===== config.mk =====
export PLATFORM = sky130hd
export DESIGN_NAME = multi_seq_hazard_unit
export DESIGN_NICKNAME = d
export VERILOG_FILES = /design/src/rtl/isa_pkg.sv /design/src/rtl/lm_sm_sequencer.sv /design/src/rtl/multi_seq_hazard_unit.sv
export SDC_FILE = /design/constraint.sdc
export NUM_CORES = 1
export LEC_CHECK = 0
export ABC_AREA = 1
export CAP_MARGIN = 5
export CORE_ASPECT_RATIO = 1.75
export CORE_MARGIN = 4
export CORE_UTILIZATION = 30
export CTS_BUF_LIST = sky130_fd_sc_hd__clkbuf_8
export DETAILED_ROUTE_END_ITERATION = 8
export HOLD_SLACK_MARGIN = 0.12
export PLACE_DENSITY = 0.72
export SLEW_MARGIN = 20
export SYNTH_ARGS = -nofsm -noshare
export SYNTH_HDL_FRONTEND = slang
export SYNTH_SLANG_ARGS = --single-unit

===== constraint.sdc =====
create_clock -name clk -period 5.2 [get_ports clk]
set_clock_uncertainty 0.2 [all_clocks]
set_input_delay 1.04 -clock clk [delete_from_list [all_inputs] [get_ports clk]]
set_output_delay 1.04 -clock clk [all_outputs]
set_load 0.02 [all_outputs]

===== src/rtl/isa_pkg.sv =====
// Opcode map, field slicers and destination decode for the 16-bit LM/SM ISA.
// Also holds the micro-sequencer state type shared by the hazard unit.
package isa_pkg;

    localparam int ISA_XLEN   = 16;
    localparam int ISA_REG_W  = 3;
    localparam int ISA_MASK_W = 8;

    typedef logic [3:0]           opcode_t;
    typedef logic [ISA_REG_W-1:0] reg_idx_t;

    // ADD/ADC/ADZ and NDU/NDC/NDZ share an opcode; the CZ bits pick the flavour.
    localparam opcode_t ADD = 4'b0000;
    localparam opcode_t ADC = 4'b0000;
    localparam opcode_t ADZ = 4'b0000;
    localparam opcode_t ADI = 4'b0001;
    localparam opcode_t NDU = 4'b0010;
    localparam opcode_t NDC = 4'b0010;
    localparam opcode_t NDZ = 4'b0010;
    localparam opcode_t LHI = 4'b0011;
    localparam opcode_t LW  = 4'b0100;
    localparam opcode_t SW  = 4'b0101;
    localparam opcode_t LM  = 4'b0110;
    localparam opcode_t SM  = 4'b0111;
    localparam opcode_t JAL = 4'b1000;
    localparam opcode_t JLR = 4'b1001;
    localparam opcode_t BEQ = 4'b1100;

    typedef enum logic {ST_IDLE, ST_SEQ} seq_state_t;

    typedef struct packed {
        logic     valid;
        reg_idx_t idx;
    } reg_wr_t;

    function automatic opcode_t f_opcode(input logic [ISA_XLEN-1:0] ir);
        return ir[15:12];
    endfunction

    function automatic reg_idx_t f_ra(input logic [ISA_XLEN-1:0] ir);
        return ir[11:9];
    endfunction

    function automatic reg_idx_t f_rb(input logic [ISA_XLEN-1:0] ir);
        return ir[8:6];
    endfunction

    function automatic reg_idx_t f_rc(input logic [ISA_XLEN-1:0] ir);
        return ir[5:3];
    endfunction

    function automatic logic is_alu(input opcode_t op);
        return (op == ADD) || (op == ADC) || (op == ADZ) ||
               (op == NDU) || (op == NDC) || (op == NDZ);
    endfunction

    // An LM only names a single destination once it has been split into a one-hot micro-op.
    function automatic reg_wr_t writes_reg(input logic [ISA_XLEN-1:0] ir);
        reg_wr_t                 w;
        logic [ISA_MASK_W-1:0]   m;
        opcode_t                 op;
        w  = '0;
        m  = ir[ISA_MASK_W-1:0];
        op = f_opcode(ir);
        if (is_alu(op)) begin
            w.valid = 1'b1;
            w.idx   = f_rc(ir);
        end else if (op == ADI) begin
            w.valid = 1'b1;
            w.idx   = f_rb(ir);
        end else if ((op == LW) || (op == LHI)) begin
            w.valid = 1'b1;
            w.idx   = f_ra(ir);
        end else if ((op == LM) && (m != '0) && ((m & (m - ISA_MASK_W'(1))) == '0)) begin
            w.valid = 1'b1;
            for (int k = 0; k < ISA_MASK_W; k++) begin
                if (m[k]) w.idx = reg_idx_t'(k);
            end
        end
        return w;
    endfunction

endpackage


===== src/rtl/lm_sm_sequencer.sv =====
// LM/SM micro-sequencer: splits a register mask into one-hot micro-ops, lowest bit first.
// The first micro-op issues straight from the ID mask; later ones come from the remaining-mask register.
module lm_sm_sequencer
    import isa_pkg::*;
#(
    parameter int MASK_W = 8,
    parameter int CNT_W  = $clog2(MASK_W) + 1
) (
    input  logic              clk,
    input  logic              rst_n,
    input  logic              i_start,
    input  logic              i_abort,
    input  logic              i_freeze,
    input  logic [MASK_W-1:0] i_id_mask,
    output logic              o_busy,
    output logic              o_uop_valid,
    output logic              o_uop_first,
    output logic              o_uop_last,
    output logic              o_more,
    output logic [MASK_W-1:0] o_uop_mask,
    output logic [CNT_W-1:0]  o_uop_offset
);

    seq_state_t        r_state, w_state_nxt;
    logic [MASK_W-1:0] r_mask, w_mask_nxt;
    logic [CNT_W-1:0]  r_cnt, w_cnt_nxt;
    logic [MASK_W-1:0] w_src, w_onehot, w_rest;

    assign w_src      = (r_state == ST_SEQ) ? r_mask : i_id_mask;
    assign w_onehot   = w_src & (~w_src + MASK_W'(1));
    assign w_rest     = w_src & ~w_onehot;
    assign o_uop_mask = w_onehot;
    assign o_busy     = (r_state == ST_SEQ);

    // NOTE: state registers use non-blocking assignments so every flop samples pre-edge values.
    always_ff @(posedge clk or negedge rst_n) begin
        if (!rst_n) begin
            r_state <= ST_IDLE;
            r_mask  <= '0;
            r_cnt   <= '0;
        end else begin
            r_state <= w_state_nxt;
            r_mask  <= w_mask_nxt;
            r_cnt   <= w_cnt_nxt;
        end
    end

    // NOTE: every output of this block gets a default first, so no path can infer a latch.
    always_comb begin
        w_state_nxt  = r_state;
        w_mask_nxt   = r_mask;
        w_cnt_nxt    = r_cnt;
        o_uop_valid  = 1'b0;
        o_uop_first  = 1'b0;
        o_uop_last   = 1'b0;
        o_more       = 1'b0;
        o_uop_offset = r_cnt;
        case (r_state)
            ST_IDLE: begin
                if (i_start) begin
                    o_uop_valid  = 1'b1;
                    o_uop_first  = 1'b1;
                    o_uop_offset = '0;
                    if (w_rest == '0) begin
                        o_uop_last = 1'b1;
                    end else begin
                        o_more      = 1'b1;
                        w_mask_nxt  = w_rest;
                        w_cnt_nxt   = CNT_W'(1);
                        w_state_nxt = ST_SEQ;
                    end
                end
            end
            ST_SEQ: begin
                if (i_abort) begin
                    w_state_nxt = ST_IDLE;
                    w_mask_nxt  = '0;
                    w_cnt_nxt   = '0;
                end else if (!i_freeze) begin
                    o_uop_valid = 1'b1;
                    if (w_rest == '0) begin
                        o_uop_last  = 1'b1;
                        w_state_nxt = ST_IDLE;
                        w_mask_nxt  = '0;
                        w_cnt_nxt   = '0;
                    end else begin
                        o_more     = 1'b1;
                        w_mask_nxt = w_rest;
                        w_cnt_nxt  = r_cnt + CNT_W'(1);
                    end
                end
            end
            default: w_state_nxt = ST_IDLE;
        endcase
    end

endmodule


===== src/rtl/multi_seq_hazard_unit.sv =====
// Pipeline hazard unit for the LM/SM ISA: prioritised branch, PC-write, load-use and jump
// handling around the LM/SM micro-sequencer. Controls are combinational from inputs and state.
module multi_seq_hazard_unit
    import isa_pkg::*;
#(
    parameter int XLEN   = 16,
    parameter int NREGS  = 8,
    parameter int MASK_W = 8,
    parameter int PC_REG = 7,
    parameter int CNT_W  = $clog2(MASK_W) + 1
) (
    input  logic             clk,
    input  logic             rst_n,
    input  logic [XLEN-1:0]  i_id_ir,
    input  logic             i_id_valid,
    input  logic [XLEN-1:0]  i_rr_ir,
    input  logic [XLEN-1:0]  i_ex_ir,
    input  logic [XLEN-1:0]  i_mem_ir,
    input  logic             i_rr_valid,
    input  logic             i_ex_valid,
    input  logic             i_mem_valid,
    input  logic             i_ex_equ,
    output logic             o_pc_hold,
    output logic             o_if_id_hold,
    output logic             o_flush_if_id,
    output logic             o_flush_id_rr,
    output logic             o_flush_rr_ex,
    output logic             o_uop_sel,
    output logic [XLEN-1:0]  o_uop_ir,
    output logic             o_uop_valid,
    output logic             o_uop_first,
    output logic             o_uop_last,
    output logic [CNT_W-1:0] o_uop_offset,
    output logic             o_seq_busy
);

    localparam int                REG_W  = $clog2(NREGS);
    localparam logic [REG_W-1:0] PC_IDX = REG_W'(PC_REG);

    logic              r_out_en;
    opcode_t           w_id_op, w_rr_op, w_ex_op;
    reg_wr_t           w_id_wr, w_rr_wr, w_ex_wr, w_mem_wr;
    logic              w_p1, w_p2, w_p3, w_p5;
    logic              w_src_a_en, w_src_b_en, w_rr_load, w_id_lmsm;
    logic              w_start, w_busy, w_more;
    logic              w_seq_valid, w_seq_first, w_seq_last;
    logic [MASK_W-1:0] w_seq_mask;
    logic [CNT_W-1:0]  w_seq_offset;

    // Outputs stay quiet after reset release until the first clock edge.
    always_ff @(posedge clk or negedge rst_n) begin
        if (!rst_n) r_out_en <= 1'b0;
        else        r_out_en <= 1'b1;
    end

    assign w_id_op  = f_opcode(i_id_ir);
    assign w_rr_op  = f_opcode(i_rr_ir);
    assign w_ex_op  = f_opcode(i_ex_ir);
    assign w_id_wr  = writes_reg(i_id_ir);
    assign w_rr_wr  = writes_reg(i_rr_ir);
    assign w_ex_wr  = writes_reg(i_ex_ir);
    assign w_mem_wr = writes_reg(i_mem_ir);

    assign w_p1 = i_ex_valid && (w_ex_op == BEQ) && i_ex_equ;

    // A raw LM in ID is not yet a micro-op, so it is excluded from the PC-writer check.
    assign w_p2 = (i_id_valid  && (w_id_op != LM) && w_id_wr.valid && (w_id_wr.idx == PC_IDX)) ||
                  (i_rr_valid  && w_rr_wr.valid  && (w_rr_wr.idx  == PC_IDX)) ||
                  (i_ex_valid  && w_ex_wr.valid  && (w_ex_wr.idx  == PC_IDX)) ||
                  (i_mem_valid && w_mem_wr.valid && (w_mem_wr.idx == PC_IDX));

    always_comb begin
        w_src_a_en = 1'b0;
        w_src_b_en = 1'b0;
        if (is_alu(w_id_op) || (w_id_op == BEQ)) begin
            w_src_a_en = 1'b1;
            w_src_b_en = 1'b1;
        end else if ((w_id_op == ADI) || (w_id_op == LM) || (w_id_op == SM)) begin
            w_src_a_en = 1'b1;
        end else if ((w_id_op == LW) || (w_id_op == SW)) begin
            w_src_b_en = 1'b1;
        end
    end

    assign w_rr_load = i_rr_valid && ((w_rr_op == LW) || (w_rr_op == LM)) && w_rr_wr.valid;
    assign w_p3      = !w_busy && i_id_valid && w_rr_load &&
                       ((w_src_a_en && (f_ra(i_id_ir) == w_rr_wr.idx)) ||
                        (w_src_b_en && (f_rb(i_id_ir) == w_rr_wr.idx)));

    assign w_id_lmsm = i_id_valid && ((w_id_op == LM) || (w_id_op == SM)) &&
                       (i_id_ir[MASK_W-1:0] != '0);
    assign w_start   = r_out_en && w_id_lmsm && !w_p1 && !w_p2 && !w_p3;

    assign w_p5 = (i_id_valid && ((w_id_op == JAL) || (w_id_op == JLR))) ||
                  (i_rr_valid && (w_rr_op == JLR));

    lm_sm_sequencer #(
        .MASK_W (MASK_W),
        .CNT_W  (CNT_W)
    ) u_seq (
        .clk          (clk),
        .rst_n        (rst_n),
        .i_start      (w_start),
        .i_abort      (r_out_en && w_p1),
        .i_freeze     (r_out_en && w_p2),
        .i_id_mask    (i_id_ir[MASK_W-1:0]),
        .o_busy       (w_busy),
        .o_uop_valid  (w_seq_valid),
        .o_uop_first  (w_seq_first),
        .o_uop_last   (w_seq_last),
        .o_more       (w_more),
        .o_uop_mask   (w_seq_mask),
        .o_uop_offset (w_seq_offset)
    );

    assign o_seq_busy = r_out_en && w_busy;

    always_comb begin
        o_pc_hold     = 1'b0;
        o_if_id_hold  = 1'b0;
        o_flush_if_id = 1'b0;
        o_flush_id_rr = 1'b0;
        o_flush_rr_ex = 1'b0;
        o_uop_sel     = 1'b0;
        o_uop_ir      = '0;
        o_uop_valid   = 1'b0;
        o_uop_first   = 1'b0;
        o_uop_last    = 1'b0;
        o_uop_offset  = '0;
        if (!r_out_en) begin
            o_pc_hold = 1'b0;
        end else if (w_p1) begin
            o_flush_if_id = 1'b1;
            o_flush_id_rr = 1'b1;
            o_flush_rr_ex = 1'b1;
        end else if (w_p2) begin
            o_flush_if_id = 1'b1;
            o_pc_hold     = 1'b1;
        end else if (w_p3) begin
            o_pc_hold     = 1'b1;
            o_if_id_hold  = 1'b1;
            o_flush_id_rr = 1'b1;
        end else if (w_seq_valid) begin
            o_uop_sel    = 1'b1;
            o_uop_valid  = 1'b1;
            o_uop_first  = w_seq_first;
            o_uop_last   = w_seq_last;
            o_uop_ir     = {i_id_ir[XLEN-1:MASK_W], w_seq_mask};
            o_uop_offset = w_seq_offset;
            o_pc_hold    = w_more;
            o_if_id_hold = w_more;
        end else if (w_p5) begin
            o_flush_if_id = 1'b1;
            o_pc_hold     = 1'b1;
        end
    end

endmodule


Word level (Yosys, flattened, before mapping)
Cells that the tools add are included.
{"block": "classes", "add_sub_neg": 6, "n_eq_ne": 37, "mux": 129, "n_bitwise": 9, "n_reduce_logical": 83}
{"cell": "$mux 4", "count": 28}
{"cell": "$mux 16", "count": 5}
{"cell": "$mux 3", "count": 24}
{"cell": "$mux 1", "count": 60}
{"cell": "$and 8x8->8", "count": 6}
{"cell": "$mux 8", "count": 6}
{"cell": "$eq 4x3->1 const B", "count": 10}
{"cell": "$logic_not 8->1", "count": 5}
{"cell": "$logic_and 1x1->1", "count": 37}
{"cell": "$eq 4x2->1 const B", "count": 8}
{"cell": "$reduce_bool 8->1", "count": 4}
{"cell": "$sub 8x1->8 const B", "count": 4}
{"cell": "$logic_or 1x1->1", "count": 28}
{"cell": "$eq 4x4->1 const B", "count": 5}
{"cell": "$eq 4x1->1 const B", "count": 4}
{"cell": "$logic_not 4->1", "count": 4}
{"cell": "$not 8->8", "count": 2}
{"cell": "$pmux 8 s2", "count": 1}
{"cell": "$eq 3x3->1 const B", "count": 4}
{"cell": "$add 8x1->8 const B", "count": 1}
{"cell": "$pmux 1 s2", "count": 4}
{"cell": "$pmux 4 s2", "count": 1}
{"cell": "$eq 3x3->1", "count": 2}
{"cell": "$add 4x1->4 const B", "count": 1}
{"cell": "7 further kinds", "count": 10}
{"block": "word_totals", "register_bits": 14, "out_inout_bits": 30}

Logic depth before layout (Yosys ltp)
Gate-level depths: netlist of run 1.
{"block": "depth", "depth_word": 26, "depth_mapped": 22, "ltp_nobuf": 21}

Hierarchy
A second synthesis of run 1 with hierarchy kept.
{"block": "hier_totals", "cells_unflattened": 436, "area_unflattened_um2": 2356.0}
{"module": "multi_seq_hazard_unit", "n_inst": 1, "cells_each": 283, "area_per_inst_um2": 1367.6, "seq_area_each_um2": 25.0}
{"module": "lm_sm_sequencer", "n_inst": 1, "cells_each": 153, "area_per_inst_um2": 988.4, "seq_area_each_um2": 300.3}

Worst setup path before layout of run 1
Ideal clock, no wire load.
{"block": "synth_path", "path_type": "in2out", "from": "in i_rr_ir[14]", "to": "out o_uop_valid", "arrival_ns": 2.861, "required_ns": 3.960, "slack_ns": 1.099, "path_stages": 20, "path_buffers": 2, "path_cell_list": "inv_1 nor2_1 nand2_1 nor2_1 nand2_1 nor2_1 nand3_1 nand2_1 nand2_1 a21oi_1 nor2_1 nand2_1 nand2_1 nand2_2 nand2_1 nand2_2 nand3_2 buf_2 inv_1 buf_4"}
{"block": "synth_between", "elab_chain_cells": 22}
{"element": "start: declaration", "line_no": "multi_seq_hazard_unit.sv:16", "text": "input logic [XLEN-1:0] i_rr_ir,"}
{"element": "$eq 4x3->1", "line_no": "isa_pkg.sv:74, multi_seq_hazard_unit.sv:85"}
{"element": "$logic_and 1x1->1 (2 in series)", "line_no": "isa_pkg.sv:74", "text": "end else if ((op == LM) && (m != '0) && ((m & (m - ISA_MASK_W'(1))) == '0)) begin"}
{"element": "$mux 4", "line_no": "isa_pkg.sv:74"}
{"element": "$mux 4", "line_no": "isa_pkg.sv:71", "text": "end else if ((op == LW) || (op == LHI)) begin"}
{"element": "$mux 4", "line_no": "isa_pkg.sv:68", "text": "end else if (op == ADI) begin"}
{"element": "$mux 4", "line_no": "isa_pkg.sv:65", "text": "if (is_alu(op)) begin"}
{"element": "$eq 3x3->1 or $logic_and 1x1->1 (tied branches)", "line_no": "multi_seq_hazard_unit.sv:68", "text": "(i_rr_valid && w_rr_wr.valid && (w_rr_wr.idx == PC_IDX)) ||"}
{"element": "$logic_and 1x1->1", "line_no": "multi_seq_hazard_unit.sv:68"}
{"element": "$logic_or 1x1->1", "line_no": "multi_seq_hazard_unit.sv:67", "text": "assign w_p2 = (i_id_valid && (w_id_op != LM) && w_id_wr.valid && (w_id_wr.idx == PC_IDX)) ||"}
{"element": "$logic_or 1x1->1", "line_no": "multi_seq_hazard_unit.sv:68"}
{"element": "$logic_or 1x1->1", "line_no": "multi_seq_hazard_unit.sv:69", "text": "(i_ex_valid && w_ex_wr.valid && (w_ex_wr.idx == PC_IDX)) ||"}
{"element": "$logic_not 1->1", "line_no": "multi_seq_hazard_unit.sv:92", "text": "assign w_start = r_out_en && w_id_lmsm && !w_p1 && !w_p2 && !w_p3;"}
{"element": "$logic_and 1x1->1 (2 in series)", "line_no": "multi_seq_hazard_unit.sv:92"}
{"element": "$mux 1", "line_no": "lm_sm_sequencer.sv:60", "text": "if (i_start) begin"}
{"element": "$pmux 1 s2", "line_no": "lm_sm_sequencer.sv:58", "text": "case (r_state)"}
{"element": "$mux 1 (2 in series)"}
{"element": "$mux 1 (*) (3 in series)"}
{"element": "end: declaration", "line_no": "multi_seq_hazard_unit.sv:30", "text": "output logic o_uop_valid,"}
Mark *: on every way between the ends. The rest lies on a longest branch, timed or not.

Worst setup path after layout of run 1
{"block": "layout_path", "from": "in i_rr_ir[12]", "to": "out o_uop_sel"}
{"block": "layout_between", "elab_chain_cells": 22}
{"element": "$eq 4x3->1", "line_no": "isa_pkg.sv:74, multi_seq_hazard_unit.sv:85"}
{"element": "$logic_and 1x1->1 (2 in series)", "line_no": "isa_pkg.sv:74"}
{"element": "$mux 4", "line_no": "isa_pkg.sv:74"}
{"element": "$mux 4", "line_no": "isa_pkg.sv:71"}
{"element": "$mux 4", "line_no": "isa_pkg.sv:68"}
{"element": "$mux 4", "line_no": "isa_pkg.sv:65"}
{"element": "$eq 3x3->1 or $logic_and 1x1->1 (tied branches)", "line_no": "multi_seq_hazard_unit.sv:68"}
{"element": "$logic_and 1x1->1", "line_no": "multi_seq_hazard_unit.sv:68"}
{"element": "[... 4 more ...]"}
{"element": "$logic_and 1x1->1 (2 in series)", "line_no": "multi_seq_hazard_unit.sv:92"}
{"element": "$mux 1", "line_no": "lm_sm_sequencer.sv:60"}
{"element": "$pmux 1 s2", "line_no": "lm_sm_sequencer.sv:58"}
{"element": "$mux 1", "line_no": "multi_seq_hazard_unit.sv:143", "text": "end else if (w_seq_valid) begin"}
{"element": "$mux 1", "line_no": "multi_seq_hazard_unit.sv:139", "text": "end else if (w_p3) begin"}
{"element": "$mux 1 (*)", "line_no": "multi_seq_hazard_unit.sv:136", "text": "end else if (w_p2) begin"}
{"element": "$mux 1 (*)", "line_no": "multi_seq_hazard_unit.sv:132", "text": "end else if (w_p1) begin"}
{"element": "$mux 1 (*)", "line_no": "multi_seq_hazard_unit.sv:130", "text": "if (!r_out_en) begin"}
{"element": "end: declaration", "line_no": "multi_seq_hazard_unit.sv:28", "text": "output logic o_uop_sel,"}
Marked as above.

==> results.sh, run 1 <==
export IMPL_die_y_microns=122.9
export IMPL_diodes=0
export IMPL_place_gp_congestion=0.9708
export IMPL_dpl_hpwl_mm=7.020
export IMPL_synth_async_reset_ratio_pct=100.0
export IMPL_critical_path_required_ps=3960
export IMPL_synth_edf_count=0
export IMPL_via_per_inst=4.947
export IMPL_synth_area_leaders="nand2_1, dfrtp_1, nor2_1"
export IMPL_max_clock_path_buffers=2
export IMPL_start_util_pct=31.09
export IMPL_mostFrequentLayoutCells="nand2_1, clkdlybuf4s50_1, nor2_1, inv_1, nand3_1"
export IMPL_drtIter0Drc=146
export IMPL_synth_avg_cell_area_sq_um=5.483
export IMPL_synthCells=413
export IMPL_rsz0062_at_grt="true"
export IMPL_setup_violations=0
export IMPL_cp_buffers_inverters=5
export IMPL_synthAdderAreaFrac_pct=0.5525
export IMPL_dp_slack_ps=-173.0
export IMPL_die_w_microns=73.68
export IMPL_htreeDepth=1
export IMPL_worstSetupStartpointType="primary input"
export IMPL_yosysWarnings=0
export IMPL_crit_slowest_cell="clkdlybuf4s50_1"
export IMPL_final_layout_size_suffix_gt1_share_pct=16.09
export IMPL_finalNetCount=595
export IMPL_grtUsageMet3_pct=2.197
export IMPL_place_inst=604
export IMPL_arrival_ps=3770
export IMPL_worst_slack_ps=190.3
export IMPL_path_cells="clkdlybuf4s50_1 -> inv_1 -> nand2_1 -> nor2_1 -> nand2_1 -> nor2_1 -> nand4_1 -> nand3_1 -> nand2_1 -> nand2_1 -> nand2_1 -> nor2_1 -> nand2_1 -> nand2_1 -> nand2_2 -> and3_1 -> nand3_2 -> buf_4 -> inv_1 -> dlygate4sd2_1"
export IMPL_grt_usage_pct=18.20
export IMPL_syn_to_final_growth_pct=48.34
export IMPL_num_rows=41
export IMPL_ant_nets=0
export IMPL_busiest_layer="met2"
export IMPL_synth_top_family_by_area="simple AND/OR/NAND/NOR gates"
export IMPL_critPathCaptureType="output port"
export IMPL_critPathKind="primary input to output port"
export IMPL_synth_xor_area_share_pct=0.7735
export IMPL_cts_root_buf="clkbuf_8"
export IMPL_grt_pass1_wl_mm=13.25
export IMPL_finalNonFillerCells=608
export IMPL_synth_top_area_cell="nand2_1"
export IMPL_io_buffers=100
export IMPL_syn_nets=485
export IMPL_grt_util_met1_pct=17.63
export IMPL_synth_simple_area_share_pct=50.55
export IMPL_ys_flop_type="dfrtp_1"
export IMPL_synth_top_area_share_pct=17.90
export IMPL_peakVddDrop_mv=0.1140
export IMPL_synth_cell_types=44
export IMPL_p_per_area_mw_per_mm2=248.8
export IMPL_numClockSinks=13
export IMPL_cts_tree="built"
export IMPL_muxShareOfSynthArea_pct=0
export IMPL_max_stage_delay_ps=460
export IMPL_status="completed"
export IMPL_post_cts_buffers=0
export IMPL_clk_insertion_delay_late_ps=250
export IMPL_dieArea_sq_mm=0.009058
export IMPL_critPathTopFamily="simple AND/OR/NAND/NOR gates"
export IMPL_drt_total_wl_mm=7.989
export IMPL_leakage_nw=1.762
export IMPL_vias=3008
export IMPL_worstMarginPinSlew_ps=687.6
export IMPL_slew_violations=0
export IMPL_dr_pass1_iters=5
export IMPL_core_sq_mm=0.007284
export IMPL_synth_seq_area_share_pct=14.36
export IMPL_met2_usage_pct=34.94
export IMPL_avgRoutedWirePerCell_microns=13.14
export IMPL_slew_headroom_pct=54.16
export IMPL_cts_reportedPaths_clkPinSlew_ps=60
export IMPL_path_max_fanout=9
export IMPL_io_pins=101
export IMPL_drc=0
export IMPL_finalCriticalPeriod_ps=5010
export IMPL_final_common_cell="nand2_1"
export IMPL_cts_buffers=3
export IMPL_synth_compound_area_share_pct=18.84
export IMPL_hold_path_class="flop to flop"
export IMPL_fin_crit_sh_pct=96.34
export IMPL_gr_total_overflow=0
export IMPL_grt_max_degree=22
export IMPL_finalHoldViolCount=0
export IMPL_maxCapViolCount=0
export IMPL_synth_area_sq_mm=0.002265
export IMPL_antenna_found_initial=0
export IMPL_ys_ff_latch=13
export IMPL_max_freq_mhz=199.6
export IMPL_grt_pass1_vias=3150
export IMPL_crit_top_cell="nand2_1"
[worst min-delay path, cell delays in order, from the launching register on]
cell and delay [ps]:
dfrtp_1 340, nand2_1 60, o21ai_2 50
[power by group]
| group | switching, W | total, W | internal, W |
|---|---|---|---|
| clock network | 0.0000396 | 0.0000927 | 0.0000530 |
| registers | 0.0000513 | 0.000193 | 0.000142 |
| logic | 0.000330 | 0.000550 | 0.000220 |
| total | 0.000421 | 0.000836 | 0.000415 |
[cells by family (layout without fill, tap and decap cells)]
family | Yosys count | in the layout
adders and majority gates | 1 | 1
DFF | 13 | 13
AOI/OAI and AO/OA | 63 | 63
and+or+nand+nor | 257 | 257
xor gates and xnor gates | 2 | 2
buffers and inverters | 76 | 185
other | 1 | 1
[area by class of cell]
class,instances,area (sq um)
fill,813,3925
clock inverter,1,5.005
clock buffer,3,41.29
sequential,13,325.3
tap,86,107.6
timing repair buffer,114,1003
inverter,67,254.0
multi-input combinational,324,1623
[registers in the layout, indices dropped and copies added (netlist names)]
register,cells
u_seq.r_cnt,4
u_seq.r_mask,7
u_seq.o_busy,1
r_out_en,1
[cell usage after synthesis, types with 2 or more instances]
| library cell | n |
|---|---|
| a31oi_1 | 2 |
| nand4_1 | 10 |
| dfrtp_1 | 13 |
| a21oi_1 | 13 |
| o21ai_1 | 3 |
| nand2_4 | 2 |
| buf_2 | 2 |
| nand2_2 | 14 |
| o21bai_1 | 3 |
| inv_1 | 64 |
| inv_2 | 2 |
| nand2_1 | 108 |
| nor2_1 | 68 |
| nor4_1 | 2 |
| nand3_1 | 36 |
| and3_1 | 2 |
| o21ai_2 | 15 |
| o21ai_0 | 12 |
| o31ai_1 | 2 |
| o211ai_1 | 3 |
| or2_1 | 2 |
| buf_12 | 2 |
| o21a_1 | 3 |
| nor2_4 | 3 |
| nor3_1 | 6 |
| clkbuf_1 | 3 |
[routing by layer]
| layer | vias up | share of wire, % |
|---|---|---|
| met5 | - | 0 |
| met4 | 0 | 5.9 |
| met3 | 32 | 5.4 |
| met2 | 104 | 55 |
| met1 | 1332 | 34 |
| li1 | 1540 | - |
[timing repair]
item / 4_1_cts / 5_1_grt
gates resized for setup: 26 / 51
endpoints found under the setup margin: 26 / 28
hold buffers: 0 / 0
endpoints found under the hold margin: 0 / 0
[through the flow]
step / power (W) / setup TNS [ps] / util, % / hold slack [ps] / area (sq um)
6_report: 0.0008359 / 0 / 46.12 / 279.6 / 3359
5_1_grt: 0.0009160 / -140.3 / 46.12 / 304.5 / 3359
4_1_cts: 0.0008428 / 0 / 46.94 / 282.6 / 3420
3_5_place_dp: 0.0007627 / -3413 / 46.65 / 268.4 / 3398
3_3_place_gp: 0.0007542 / -1659 / 46.65 / 261.3 / 3398
2_1_floorplan: 0.0006071 / 0 / - / 247.1 / 2265
[path summary, 6_finish.rpt]
path	endpoint	cells after the start	slack, ps	start
worst max register to register	u_seq.r_mask[1]$_DFFE_PN0P_	16	2040	u_seq.o_busy$_DFF_PN0_
worst max-delay path	o_uop_sel	20	190	i_rr_ir[12]
min in group asynchronous	u_seq.r_mask[1]$_DFFE_PN0P_	1	970	rst_n
worst min register to register	u_seq.r_mask[3]$_DFFE_PN0P_	2	280	u_seq.r_mask[3]$_DFFE_PN0P_
worst min-delay path	u_seq.r_mask[3]$_DFFE_PN0P_	2	280	u_seq.r_mask[3]$_DFFE_PN0P_
max in group asynchronous	u_seq.r_cnt[2]$_DFFE_PN0P_	1	3430	rst_n
Note: power is estimated with default switching activity, not from simulation.
==> run 2: changes to the inputs <==
--- a/config.mk
+++ b/config.mk
@@ -7,8 +7,7 @@
 export LEC_CHECK = 0
 export ABC_AREA = 1
 export CAP_MARGIN = 5
-export CORE_ASPECT_RATIO = 1.75
-export CORE_MARGIN = 4
+export CORE_ASPECT_RATIO = 2
 export CORE_UTILIZATION = 30
 export CTS_BUF_LIST = sky130_fd_sc_hd__clkbuf_8
 export DETAILED_ROUTE_END_ITERATION = 8
==> run 2 against run 1 <==
Global-route usage grew 2.2 points. Setup slack gained 66 ps. Combinational power grew 2%. Clock-buffer cell count is the same. First-iteration DRC count shrank 11%. Via count grew 1.2%. Clock power shrank 1%. Sequential power is essentially flat. Sequential share of layout area shrank 0.14 points. Core utilization grew 0.77 points. Sequential cell count is the same. Critical path depth is the same. Critical endpoint is now o_uop_ir[11].
==> results.sh, run 2 (synthesized netlist as in run 1, its figures left out) <==
export IMPL_finalNetCount=594
export IMPL_critPathKind="primary input to output port"
export IMPL_clk_insertion_delay_late_ps=250
export IMPL_gr_total_overflow=0
export IMPL_drt_total_wl_mm=7.911
export IMPL_avgRoutedWirePerCell_microns=12.91
export IMPL_setup_worst_path_start="i_rr_ir[14]"
export IMPL_dr_pass1_iters=5
export IMPL_status="completed"
export IMPL_fin_crit_sh_pct=95.08
export IMPL_peakVddDrop_mv=0.1326
export IMPL_setup_violations=0
export IMPL_io_buffers=100
export IMPL_fin_tns_setup_ps=0
export IMPL_slew_headroom_pct=50.26
export IMPL_finalHoldViolCount=0
export IMPL_reg2reg_to="u_seq.r_mask[1]$_DFFE_PN0P_"
export IMPL_diodes=0
export IMPL_whs_path_depth=2
export IMPL_dpl_hpwl_mm=6.756
export IMPL_cts_reportedPaths_clkPinSlew_ps=50
export IMPL_place_area_sq_mm=0.003411
export IMPL_grt_pass1_vias=2996
export IMPL_max_freq_mhz=202.3
export IMPL_p_per_area_mw_per_mm2=248.4
export IMPL_finalCriticalPeriod_ps=4944
export IMPL_mostFrequentLayoutCells="nand2_1, clkdlybuf4s50_1, nor2_1, inv_1, nand3_1"
export IMPL_die_w_microns=63.44
export IMPL_slew_violations=0
export IMPL_drtIter0Drc=130
export IMPL_largest_reg_flops=7
export IMPL_core_sq_mm=0.007267
export IMPL_cts_hold_buf=0
export IMPL_critPathCaptureType="output port"
export IMPL_start_util_pct=31.16
export IMPL_post_cts_buffers=0
export IMPL_dieArea_sq_mm=0.007921
export IMPL_biggestRegsByFlops="u_seq.r_mask x7, u_seq.r_cnt x4"
export IMPL_worstSetupStartpointType="primary input"
export IMPL_max_clock_path_buffers=2
export IMPL_ant_nets=0
export IMPL_worstMarginPinSlew_ps=736.4
export IMPL_hold_end="u_seq.r_mask[3]$_DFFE_PN0P_"
export IMPL_critical_path_required_ps=3960
export IMPL_drc=0
export IMPL_reg2regPathDepth=16
export IMPL_vias=3045
export IMPL_numClockSinks=13
export IMPL_grt_pass1_wl_mm=13.04
export IMPL_place_gp_congestion=1.000
export IMPL_grt_usage_pct=20.41
export IMPL_die_y_microns=124.9
export IMPL_cts_root_buf="clkbuf_8"
export IMPL_r2r_start="u_seq.o_busy$_DFF_PN0_"
export IMPL_r2r_slack_ps=1970
export IMPL_final_layout_size_suffix_gt1_share_pct=13.24
export IMPL_cts_tree="built"
export IMPL_hold_path_startpoint="u_seq.r_mask[3]$_DFFE_PN0P_"
export IMPL_io_pins=101
export IMPL_arrival_ps=3700
export IMPL_regMostFlops="u_seq.r_mask"
export IMPL_final_common_cell="nand2_1"
export IMPL_htreeDepth=1
export IMPL_grt_max_degree=22
export IMPL_path_max_fanout=12
export IMPL_design_area_sq_mm=0.003407
export IMPL_antenna_found_initial=0
export IMPL_num_rows=44
export IMPL_leakage_nw=1.756
export IMPL_syn_to_final_growth_pct=50.44
export IMPL_via_per_inst=4.967
export IMPL_cts_buffers=3
export IMPL_maxCapViolCount=0
export IMPL_hold_path_class="flop to flop"
## run 2: final cells by class
type | instances | area (sq um)
Tap cell | 92 | 115.1
Clock inverter | 1 | 3.754
Multi-Input combinational cell | 324 | 1610
Fill cell | 800 | 3860
Clock buffer | 3 | 41.29
Inverter | 67 | 254.0
Timing Repair Buffer | 113 | 1057
Sequential cell | 13 | 325.3
## run 2: how the worst max path moves through the flow
stage / endpoint / slack [ps]
global route: o_uop_offset[3] / -2
finish: o_uop_ir[11] / 260
detailed placement: o_uop_ir[14] / -140
CTS: o_uop_ir[0] / 7
global placement: o_uop_ir[14] / -130
floorplan: o_uop_valid / 1100
## run 2: repair_timing
action,4_1_cts,5_1_grt
pin swaps,0,0
cloned,0,0
gates resized for setup,25,36
endpoints found under the setup margin,25,28
## run 2: per-stage QoR
stage                     utilization [%]   power, W  worst slack, ps  instances  hold slack (ps)
after global placement              46.94  0.0007565           -130.2        609            262.0
after detailed placement            46.94  0.0007696           -142.3        609            267.3
after global routing                46.88  0.0009157           -1.849        613            305.1
after floorplan                         -  0.0006071             1099        413            247.1
final                               46.88  0.0008462            255.9        613            280.1
after CTS                           47.12  0.0008478            7.102        613            281.1
## run 2: worst max-delay path, cell delays in order
cell and delay, ps:
clkdlybuf4s50_1 510, inv_1 70, nor2_2 120, nand2_1 70, nor2_1 100, nand2_1 70, nor2_2 130, nand3_1 110
nand2_1 80, nand2_1 120, a21oi_1 160, nor2_1 60, nand2_1 60, nand2_1 60, nand2_2 90, and3_1 170
nand3_2 110, buf_12 170, nor2_1 70, dlygate4sd2_1 330
## run 2: where the power goes
| part | internal [W] | switching, W | total [W] | leakage, nW |
|---|---|---|---|---|
| combinational | 0.000224 | 0.000337 | 0.000561 | 1.57 |
| clock | 0.0000523 | 0.0000394 | 0.0000917 | 0.0269 |
| sequential | 0.000142 | 0.0000512 | 0.000193 | 0.164 |
| total | 0.000419 | 0.000428 | 0.000846 | 1.76 |
## run 2: metal layers
layer  vias to the layer above  track usage, %  part of all wire (%)
li1                       1539               -                     -
met1                      1343           19.06                    33
met2                       133           41.18                    57
met3                        30           1.282                   5.3
met4                         0           11.10                   4.6
met5                         -               0                     0
==> run 3: changes to the inputs <==
--- a/config.mk
+++ b/config.mk
@@ -7,12 +7,14 @@
 export LEC_CHECK = 0
 export ABC_AREA = 1
 export CAP_MARGIN = 5
+export CELL_PAD_IN_SITES_DETAIL_PLACEMENT = 2
+export CELL_PAD_IN_SITES_GLOBAL_PLACEMENT = 2
 export CORE_ASPECT_RATIO = 2
-export CORE_UTILIZATION = 30
+export CORE_UTILIZATION = 22
 export CTS_BUF_LIST = sky130_fd_sc_hd__clkbuf_8
 export DETAILED_ROUTE_END_ITERATION = 8
 export HOLD_SLACK_MARGIN = 0.12
-export PLACE_DENSITY = 0.72
+export PLACE_DENSITY = 0.95
 export SLEW_MARGIN = 20
 export SYNTH_ARGS = -nofsm -noshare
 export SYNTH_HDL_FRONTEND = slang
==> run 3 against run 2 <==
Design area rose by 1.2%. Clock power up 3.7%. Global-route usage up 1.2 points. Sequential share of layout area decreased by 0.12 points. Clock-buffer cell count stayed put. Sequential power is 3% lower. Critical endpoint is now o_uop_ir[15].
==> results.sh, run 3 (synthesized netlist as in run 1, its figures left out) <==
export IMPL_status="completed"
export IMPL_dp_slack_ps=-275.9
export IMPL_leakage_nw=1.752
export IMPL_largest_reg_flops=7
export IMPL_mostFrequentLayoutCells="nand2_1, clkdlybuf4s50_1, inv_1, nor2_1, nand3_1"
export IMPL_antenna_found_initial=0
export IMPL_place_inst=659
export IMPL_peakVddDrop_mv=0.1086
export IMPL_start_util_pct=22.46
export IMPL_drtIter0Drc=126
export IMPL_worstMarginPinSlew_ps=699.7
export IMPL_dr_pass1_iters=4
export IMPL_vias=3212
export IMPL_gr_total_overflow=0
export IMPL_drt_total_wl_mm=11.14
export IMPL_via_per_inst=4.845
export IMPL_core_sq_mm=0.01008
export IMPL_cts_tree="built"
export IMPL_htreeDepth=1
export IMPL_diodes=0
export IMPL_cts_hold_buf=0
export IMPL_post_cts_buffers=0
export IMPL_numClockSinks=13
export IMPL_final_common_cell="nand2_1"
export IMPL_clk_insertion_delay_late_ps=250
export IMPL_nFillCells=1276
export IMPL_slew_headroom_pct=52.74
export IMPL_path_max_fanout=9
export IMPL_critPathKind="primary input to output port"
export IMPL_cts_buffers=3
export IMPL_fin_hold_ws_ps=303.2
export IMPL_die_w_microns=73.74
export IMPL_max_freq_mhz=201.2
export IMPL_place_gp_congestion=0.9185
export IMPL_setup_violations=0
export IMPL_finalNetCount=601
export IMPL_finalHoldViolCount=0
export IMPL_hold_path_class="flop to flop"
export IMPL_regMostFlops="u_seq.r_mask"
export IMPL_arrival_ps=3730
export IMPL_grt_pass1_wl_mm=17.81
export IMPL_finalNonFillerCells=663
export IMPL_cts_reportedPaths_clkPinSlew_ps=60
export IMPL_critPathCaptureType="output port"
export IMPL_finalCriticalPeriod_ps=4971
export IMPL_multiInputGateArea_sq_mm=0.001622
export IMPL_cts_root_buf="clkbuf_8"
export IMPL_ant_nets=0
export IMPL_worst_slack_ps=229.5
export IMPL_avgRoutedWirePerCell_microns=16.81
export IMPL_seqCellArea_sq_um=325.3
export IMPL_fin_crit_sh_pct=95.59
export IMPL_io_buffers=100
export IMPL_syn_to_final_growth_pct=52.32
export IMPL_drc=0
export IMPL_p_per_area_mw_per_mm2=257.4
export IMPL_biggestRegsByFlops="u_seq.r_mask x7, u_seq.r_cnt x4"
export IMPL_slew_violations=0
export IMPL_dieArea_sq_mm=0.01073
export IMPL_max_clock_path_buffers=2
export IMPL_worstSetupStartpointType="primary input"
export IMPL_dpl_hpwl_mm=9.860
export IMPL_grt_pass1_vias=3682
export IMPL_critical_path_required_ps=3960
export IMPL_io_pins=101
export IMPL_maxCapViolCount=0
export IMPL_utilization_pct=34.21
export IMPL_rsz0062_at_grt="false"
export IMPL_grt_usage_pct=21.59
export IMPL_num_rows=52
export IMPL_grt_max_degree=22
export IMPL_final_layout_size_suffix_gt1_share_pct=17.23
export IMPL_fin_tns_setup_ps=0
export IMPL_die_y_microns=145.5
run 3: cell types whose count changed in the layout (fill, tap and decap cells not counted), sizes merged:
| cell | before | now |
|---|---|---|
| buf | 13 | 20 |
| clkbuf | 14 | 26 |
| dlymetal6s2s | 3 | 1 |
| clkdlybuf4s15 | 9 | 1 |
| dlygate4sd2 | 5 | 3 |
run 3: layout make-up:
class | instances | share of cell area (%)
repair buffers | 120 | 30.00
clock buffers | 3 | 1.197
well taps | 135 | 4.897
multi-input cells | 324 | 47.01
inverters | 67 | 7.363
flip-flops and latches | 13 | 9.431
clock inverters | 1 | 0.1088
run 3: stage by stage:
stage	total power [W]	area, sq um
global route	0.0009597	3450
floorplan	0.0006071	2265
CTS	0.0009047	3516
detailed placement	0.0008171	3505
global placement	0.0007743	3505
finish	0.0008878	3450
run 3: routing by layer:
layer	global-route usage [%]	vias up	part of all wire, %
met3	1.662	30	2.6
met2	44.77	86	60
met5	0	-	0
met4	10.29	0	5.0
met1	19.15	1545	32
li1	-	1551	-
run 3: where the power goes:
group          switching [W]  internal, W
Clock              0.0000428    0.0000524
Combinational       0.000380     0.000225
Sequential         0.0000455     0.000142
Total               0.000468     0.000420
run 3: worst paths after layout:
| check | start | end | slack [ps] | cells after the start |
|---|---|---|---|---|
| max in group asynchronous | rst_n | u_seq.r_cnt[1]$_DFFE_PN0P_ | 3330 | 1 |
| hold / removal | u_seq.r_mask[4]$_DFFE_PN0P_ | u_seq.r_mask[4]$_DFFE_PN0P_ | 300 | 2 |
| setup / recovery | i_rr_ir[3] | o_uop_ir[15] | 230 | 19 |
| hold reg to reg | u_seq.r_mask[4]$_DFFE_PN0P_ | u_seq.r_mask[4]$_DFFE_PN0P_ | 300 | 2 |
| setup reg to reg | u_seq.o_busy$_DFF_PN0_ | u_seq.r_mask[1]$_DFFE_PN0P_ | 2080 | 17 |
| min in group asynchronous | rst_n | u_seq.r_mask[4]$_DFFE_PN0P_ | 1010 | 1 |
run 3: what timing repair did:
action | 4_1_cts | 5_1_grt
cloned | 0 | 0
pin swaps | 0 | 1
hold endpoints to repair | 0 | 0
gates resized for setup | 27 | 53
setup endpoints to repair | 27 | 27
run 3: worst max-delay path: stages:
cell and delay (ps):
clkdlybuf4s50_1 460, nor2_1 160, nand2_1 160, nand2_1 130, o21ai_2 70, nor2_1 130, nand3_1 120, nand2_1 80
nand2_1 120, a21oi_1 160, nor2_1 80, nand2_1 60, nand2_1 70, nand2_2 100, and3_1 170, nand3_2 80
buf_4 180, nor2_1 160, clkbuf_2 200
